$ cat src/rtl/serial_subtractor_if.sv
// Operand/result bundle for the bit-serial subtractor.
// The ovf signal exists only when SERIAL_SUB_OVF_EN is defined.
interface serial_subtractor_if #(
  parameter int unsigned WIDTH = 4
);
  logic             start;
  logic [WIDTH-1:0] data_a;
  logic [WIDTH-1:0] data_b;
  logic [WIDTH-1:0] out;
  logic             bout;
  logic             busy;
  logic             done;
`ifdef SERIAL_SUB_OVF_EN
  logic             ovf;

  modport master (
    output start, data_a, data_b,
    input  out, bout, busy, done, ovf
  );

  modport slave (
    input  start, data_a, data_b,
    output out, bout, busy, done, ovf
  );
`else
  modport master (
    output start, data_a, data_b,
    input  out, bout, busy, done
  );

  modport slave (
    input  start, data_a, data_b,
    output out, bout, busy, done
  );
`endif
endinterface

$ cat src/rtl/serial_subtractor.sv
// Bit-serial two's-complement subtractor (data_a - data_b), LSB first, one bit per clock.
// Define SERIAL_SUB_OVF_EN to add the signed-overflow flag (ovf).
module serial_subtractor #(
  parameter int unsigned WIDTH = 4
) (
  input  logic               clk,
  input  logic               reset,
  serial_subtractor_if.slave bus
);

  localparam int unsigned CNT_W = (WIDTH > 2) ? $clog2(WIDTH) : 1;
  localparam int unsigned RES_W = WIDTH - 1;

  typedef enum logic [1:0] {
    IDLE  = 2'd0,
    SHIFT = 2'd1,
    DONE  = 2'd2
  } state_t;

  state_t state, state_d;

  logic [WIDTH-1:0] ra, ra_d;
  logic [WIDTH-1:0] rb, rb_d;
  // Holds the low WIDTH-1 difference bits; the final bit joins them when out loads.
  logic [RES_W-1:0] res, res_d;
  logic [CNT_W-1:0] cnt, cnt_d;
  logic             br, br_d;
  logic [WIDTH-1:0] out_q, out_d;
  logic             bout_q, bout_d;
  logic             busy_q, busy_d;
  logic             done_q, done_d;

  logic             a0, b0;
  logic             diff_bit;
  logic             borrow_next;

`ifdef SERIAL_SUB_OVF_EN
  logic a_msb, a_msb_d;
  logic b_msb, b_msb_d;
  logic ovf_q, ovf_d;
`endif

  // Single full-subtractor cell
  always_comb begin
    a0          = ra[0];
    b0          = rb[0];
    diff_bit    = a0 ^ b0 ^ br;
    borrow_next = (~a0 & b0) | (~(a0 ^ b0) & br);
  end

  always_ff @(posedge clk) begin
    if (!reset) begin
      state <= IDLE;
    end else begin
      state <= state_d;
    end
  end

  always_comb begin
    state_d = state;
    ra_d    = ra;
    rb_d    = rb;
    res_d   = res;
    cnt_d   = cnt;
    br_d    = br;
    out_d   = out_q;
    bout_d  = bout_q;
    done_d  = 1'b0;
`ifdef SERIAL_SUB_OVF_EN
    a_msb_d = a_msb;
    b_msb_d = b_msb;
    ovf_d   = ovf_q;
`endif

    case (state)
      IDLE: begin
        if (bus.start) begin
          state_d = SHIFT;
          ra_d    = bus.data_a;
          rb_d    = bus.data_b;
          res_d   = '0;
          cnt_d   = '0;
          br_d    = 1'b0;
`ifdef SERIAL_SUB_OVF_EN
          a_msb_d = bus.data_a[WIDTH-1];
          b_msb_d = bus.data_b[WIDTH-1];
`endif
        end
      end

      SHIFT: begin
        ra_d  = {1'b0, ra[WIDTH-1:1]};
        rb_d  = {1'b0, rb[WIDTH-1:1]};
        res_d = RES_W'({diff_bit, res} >> 1);
        br_d  = borrow_next;
        cnt_d = cnt + CNT_W'(1);
        if (cnt == CNT_W'(WIDTH - 1)) begin
          state_d = DONE;
          out_d   = {diff_bit, res};
          bout_d  = borrow_next;
          done_d  = 1'b1;
`ifdef SERIAL_SUB_OVF_EN
          ovf_d   = (a_msb != b_msb) && (diff_bit != a_msb);
`endif
        end
      end

      DONE: begin
        state_d = IDLE;
      end

      default: begin
        state_d = IDLE;
      end
    endcase

    busy_d = (state_d != IDLE);
  end

  // Datapath and registered outputs
  always_ff @(posedge clk) begin
    if (!reset) begin
      ra     <= '0;
      rb     <= '0;
      res    <= '0;
      cnt    <= '0;
      br     <= 1'b0;
      out_q  <= '0;
      bout_q <= 1'b0;
      busy_q <= 1'b0;
      done_q <= 1'b0;
`ifdef SERIAL_SUB_OVF_EN
      a_msb  <= 1'b0;
      b_msb  <= 1'b0;
      ovf_q  <= 1'b0;
`endif
    end else begin
      ra     <= ra_d;
      rb     <= rb_d;
      res    <= res_d;
      cnt    <= cnt_d;
      br     <= br_d;
      out_q  <= out_d;
      bout_q <= bout_d;
      busy_q <= busy_d;
      done_q <= done_d;
`ifdef SERIAL_SUB_OVF_EN
      a_msb  <= a_msb_d;
      b_msb  <= b_msb_d;
      ovf_q  <= ovf_d;
`endif
    end
  end

  assign bus.out  = out_q;
  assign bus.bout = bout_q;
  assign bus.busy = busy_q;
  assign bus.done = done_q;
`ifdef SERIAL_SUB_OVF_EN
  assign bus.ovf  = ovf_q;
`endif

endmodule
$ cat src/flat_wrapper.sv
// flat-port wrapper written by rule: the top's interface ports become plain ports
module serial_subtractor_flat 
#(
  parameter int unsigned WIDTH = 4
)
  (clk, reset, bus_start, bus_data_a, bus_data_b, bus_out, bus_bout, bus_busy, bus_done);
  serial_subtractor_if #(.WIDTH(WIDTH)) bus_i ();
  input  logic clk;
  input  logic reset;
  input wire logic [$bits(bus_i.start)-1:0] bus_start;
  input wire logic [$bits(bus_i.data_a)-1:0] bus_data_a;
  input wire logic [$bits(bus_i.data_b)-1:0] bus_data_b;
  output wire logic [$bits(bus_i.out)-1:0] bus_out;
  output wire logic [$bits(bus_i.bout)-1:0] bus_bout;
  output wire logic [$bits(bus_i.busy)-1:0] bus_busy;
  output wire logic [$bits(bus_i.done)-1:0] bus_done;
  assign bus_i.start = bus_start;
  assign bus_i.data_a = bus_data_a;
  assign bus_i.data_b = bus_data_b;
  assign bus_out = bus_i.out;
  assign bus_bout = bus_i.bout;
  assign bus_busy = bus_i.busy;
  assign bus_done = bus_i.done;
  serial_subtractor #(.WIDTH(WIDTH)) u_core (.clk(clk), .reset(reset), .bus(bus_i));
endmodule
$ cat config.mk
export PLATFORM = sky130hd
export DESIGN_NAME = serial_subtractor_flat
export DESIGN_NICKNAME = d
export VERILOG_FILES = /design/src/rtl/serial_subtractor_if.sv /design/src/rtl/serial_subtractor.sv /design/src/flat_wrapper.sv
export SDC_FILE = /design/constraint.sdc
export NUM_CORES = 1
export LEC_CHECK = 0
export CAP_MARGIN = 20
export CORE_MARGIN = 2
export CORE_UTILIZATION = 30
export DETAILED_ROUTE_END_ITERATION = 8
export HOLD_SLACK_MARGIN = 0.03
export PLACE_DENSITY = 0.55
export SLEW_MARGIN = 20
export SYNTH_ARGS = -nofsm -noshare
export SYNTH_HDL_FRONTEND = slang
export SYNTH_SLANG_ARGS = --single-unit
$ cat constraint.sdc
create_clock -name clk -period 1.1 [get_ports clk]
set_input_delay 0.165 -clock clk [delete_from_list [all_inputs] [get_ports clk]]
set_output_delay 0.165 -clock clk [all_outputs]
set_load 0.005 [all_outputs]
==> results_dict.tcl <==
set metrics [dict create \
    tritoncts_clock_tree "yes" \
    clock_tree.htree_level_count 1 \
    critical_path_sink_type "register" \
    final_min_period_over_clock_period 1.13 \
    timing_max_transition_violations_final 0 \
    arrival_ps 1480 \
    timing.critical_path.from_type "register" \
    avgRoutedWirePerCell_um 11.5 \
    ys_types 24 \
    worst_path_dominant_cell_family "adder cells" \
    crit-reg2reg-launch "u_core.br" \
    grt_pass1_vias 673 \
    final.min_clock_period_ps 1240 \
    cell_area_after_synthesis_um2 913 \
    worst_slew_pin_slew_ps 247 \
    grt_max_degree 14 \
    path_class_of_the_lowest_slack_min_delay_path "reg2reg" \
    power.internal_w 0.00114 \
    cp_num_buf_inv 1 \
    hold_path.startpoint "u_core.bus.out[0]" \
    synth-warning-count 0 \
    globalRouteOverflowTotal 0 \
    clock_sink_count 23 \
    final_cell_mix "11 x nor2_1, 11 x dfxtp_2, 11 x dfxtp_1, 10 x clkdlybuf4s50_1" \
    r2r_slack_ps -140 \
    ys_seq_elements 23 \
    finClkSkew_ps 1.39 \
    totalNegativeSetupSlack_ps -252 \
    seqPwrFrac 0.596 \
    grt_pass1_wl_mm 2.95 \
    fp.coreArea_um2 2980 \
    drt-initial-drc-count 9 \
    path_cells "inv_2 -> fa_2 -> nand3_2 -> a21oi_2" \
    min_path_cells 2 \
    gpl.final_weighted_congestion 0.683 \
    vdd.ir_drop.worst_mv 0.386 \
    grtUsageTotal 0.109 \
    dpl_cell_area_um2 1180 \
    power.clock.fraction 0.253 \
    number_of_violations_of_the_max_capacitance_limit 0 \
    place_ws_ps -310 \
    die-area_um2 3500 \
    cts.clk_slew.worst_paths_ps 120 \
    slowest_delay_ps 590 \
    failed_checks "setup timing" \
    insertion_delay_ps 300 \
    netSwitchingPower_w 0.000360 \
    antenna_violations_before_repair 0 \
    setup_viol_count_final 2 \
    power_density_nw_per_um2 1170 \
    via_per_inst 4.80 \
    initial_core_util 0.307 \
    combinational_fraction_of_design_power 0.151 \
    slew_headroom 0.835 \
    postSynthNetCount 106 \
    worstHoldEndpoint "u_core.bus.out[0]" \
    total_of_buffers_placed_on_input_and_output_ports 17 \
    diodes 0 \
    drt_drc_violations_left 0 \
    cts-buffers-inserted 3 \
    r2r_cells 4 \
    final_hold_viol_count 0 \
    route.final.wire_length_mm 1.78 \
    finalWorstSetupSlack_ps -139 \
    finalNonFillerCells 154 \
    drt_pre_antenna_iters 2 \
    cp_slowest_cell "fa_2" \
    vias 739 \
    die_height_um 59.2 \
    grt_setup_unrepaired "yes" \
    synthToLayoutAreaGrowth_pct 40.5 \
    ctsRootBufferMaster "clkbuf_4" \
    nNetsFinal 135 \
    die_width_um 59.2 \
    run_status "complete, but fails checks" \
    static-leakage-power_nw 0.517 \
    synth_seq_area_share 0.504 \
    final_standard_cell_area_without_fillers_um2 1280 \
    detail-route-antenna-nets 0 \
    cts-root-to-sink-buffers 2 \
    max_clock_freq_ghz 0.807 \
    num_io_pins 18 \
    drive_above_1_share 0.339 \
    post_synth_inst_count 93 \
    cp_max_fo 2 \
    dp_hpwl_mm 1.30 \
    placed_cells_incl_taps 147 \
    placement_rows 20 \
    worst-endpoint-required_ps 1340 \
    r2r-end "u_core.bus.out[3]" \
    power.share.switching 0.240 \
    syn-mean-instance-area_um2 9.82 \
    critical_path_class "reg2reg" \
]
metrics by stage:
stage | util | total power, W | hold slack, ps
after global routing | 0.431 | 0.00158 | 478
after detailed placement | 0.395 | 0.00112 | 445
after CTS | 0.411 | 0.00150 | 458
after floorplan | - | 0.00103 | 296
final | 0.431 | 0.00150 | 466
after global placement | 0.395 | 0.00112 | 441
power by group through the flow:
stage,logic [W],registers (W),clock network [W]
4_1_cts,0.000216,0.000893,0.000397
6_report,0.000226,0.000893,0.000380
3_3_place_gp,0.000210,0.000910,0
5_1_grt,0.000250,0.000898,0.000430
2_1_floorplan,0.000118,0.000907,0
3_5_place_dp,0.000213,0.000911,0
metal layers:
layer	routed length [um]	global-route usage
met1	825	0.157
met2	912	0.167
met4	17	0.0487
met3	22	0.00655
met5	0	0
flip-flops by register name, summed over array words and instances (netlist names):
signal and flops:
u_core.cnt 2, u_core.bus.out 4, u_core.rb 4, u_core.bus.busy 1, u_core.bus.done 1, u_core.state 2, u_core.br 1, u_core.ra 4
u_core.bus.bout 1, u_core.res 3
kinds of logic (layout without fill, tap and decap cells):
family                   count (synthesis)  after routing  synth area share
AO/OA/AOI/OAI                           26             26             0.174
AND/OR/NAND/NOR                         25             25             0.137
flip-flops                              23             23             0.504
buffers and inverters                    9             37            0.0616
multiplexers                             8              8            0.0877
adder cells (fa/ha/maj)                  2              2            0.0356
Yosys cell counts:
cell type,n,area (um^2)
dfxtp_1,23,460
a21oi_1,11,55.1
nor2_1,11,41.3
mux2i_1,8,80.1
a22oi_1,6,45.0
o21ai_0,6,30.0
nand2_1,4,15.0
nand3_1,4,20.0
inv_1,3,11.3
buf_4,2,15.0
buf_6,2,22.5
a2bb2oi_1,1,8.76
a311oi_1,1,8.76
clkbuf_1,1,3.75
clkinv_1,1,3.75
fa_1,1,20.0
ha_1,1,12.5
nand2b_1,1,6.26
nand2b_2,1,8.76
nand3b_1,1,7.51
nor2b_4,1,13.8
nor3_1,1,5.00
nor3b_1,1,7.51
o21bai_2,1,11.3
tightest hold or removal path, delay by kind of cell (launching register included):
| kind | cells | cell delay, ps |
|---|---|---|
| AO/OA/AOI/OAI | 1 | 50 |
| AND/OR/NAND/NOR | 1 | 50 |
| flip-flops | 1 | 340 |
how the worst max path moves through the flow:
stage,cells after the start,from,to,slack (ps)
2_1_floorplan,4,u_core.rb[0],u_core.res[2],-60
3_3_place_gp,4,bus_start,u_core.ra[2],-270
3_5_place_dp,4,bus_start,u_core.ra[2],-310
4_1_cts,4,u_core.rb[0],u_core.bus.out[3],-130
5_1_grt,4,u_core.br,u_core.bus.out[3],-200
6_report,4,u_core.br,u_core.bus.out[3],-140
layout make-up:
class | count | area [um^2]
Fill cell | 293 | 1690
Sequential cell | 23 | 478
Multi-Input combinational cell | 61 | 443
Timing Repair Buffer | 29 | 280
Tap cell | 33 | 41.3
Clock buffer | 4 | 26.3
Inverter | 4 | 15.0
repair_timing:
action,4_1_cts,5_1_grt
endpoints found under the setup margin,19,19
buffers inserted,1,2
gates resized for setup,17,15
pin swaps,3,10
hold buffers,0,0
Note: power is estimated with default switching activity, not from simulation.
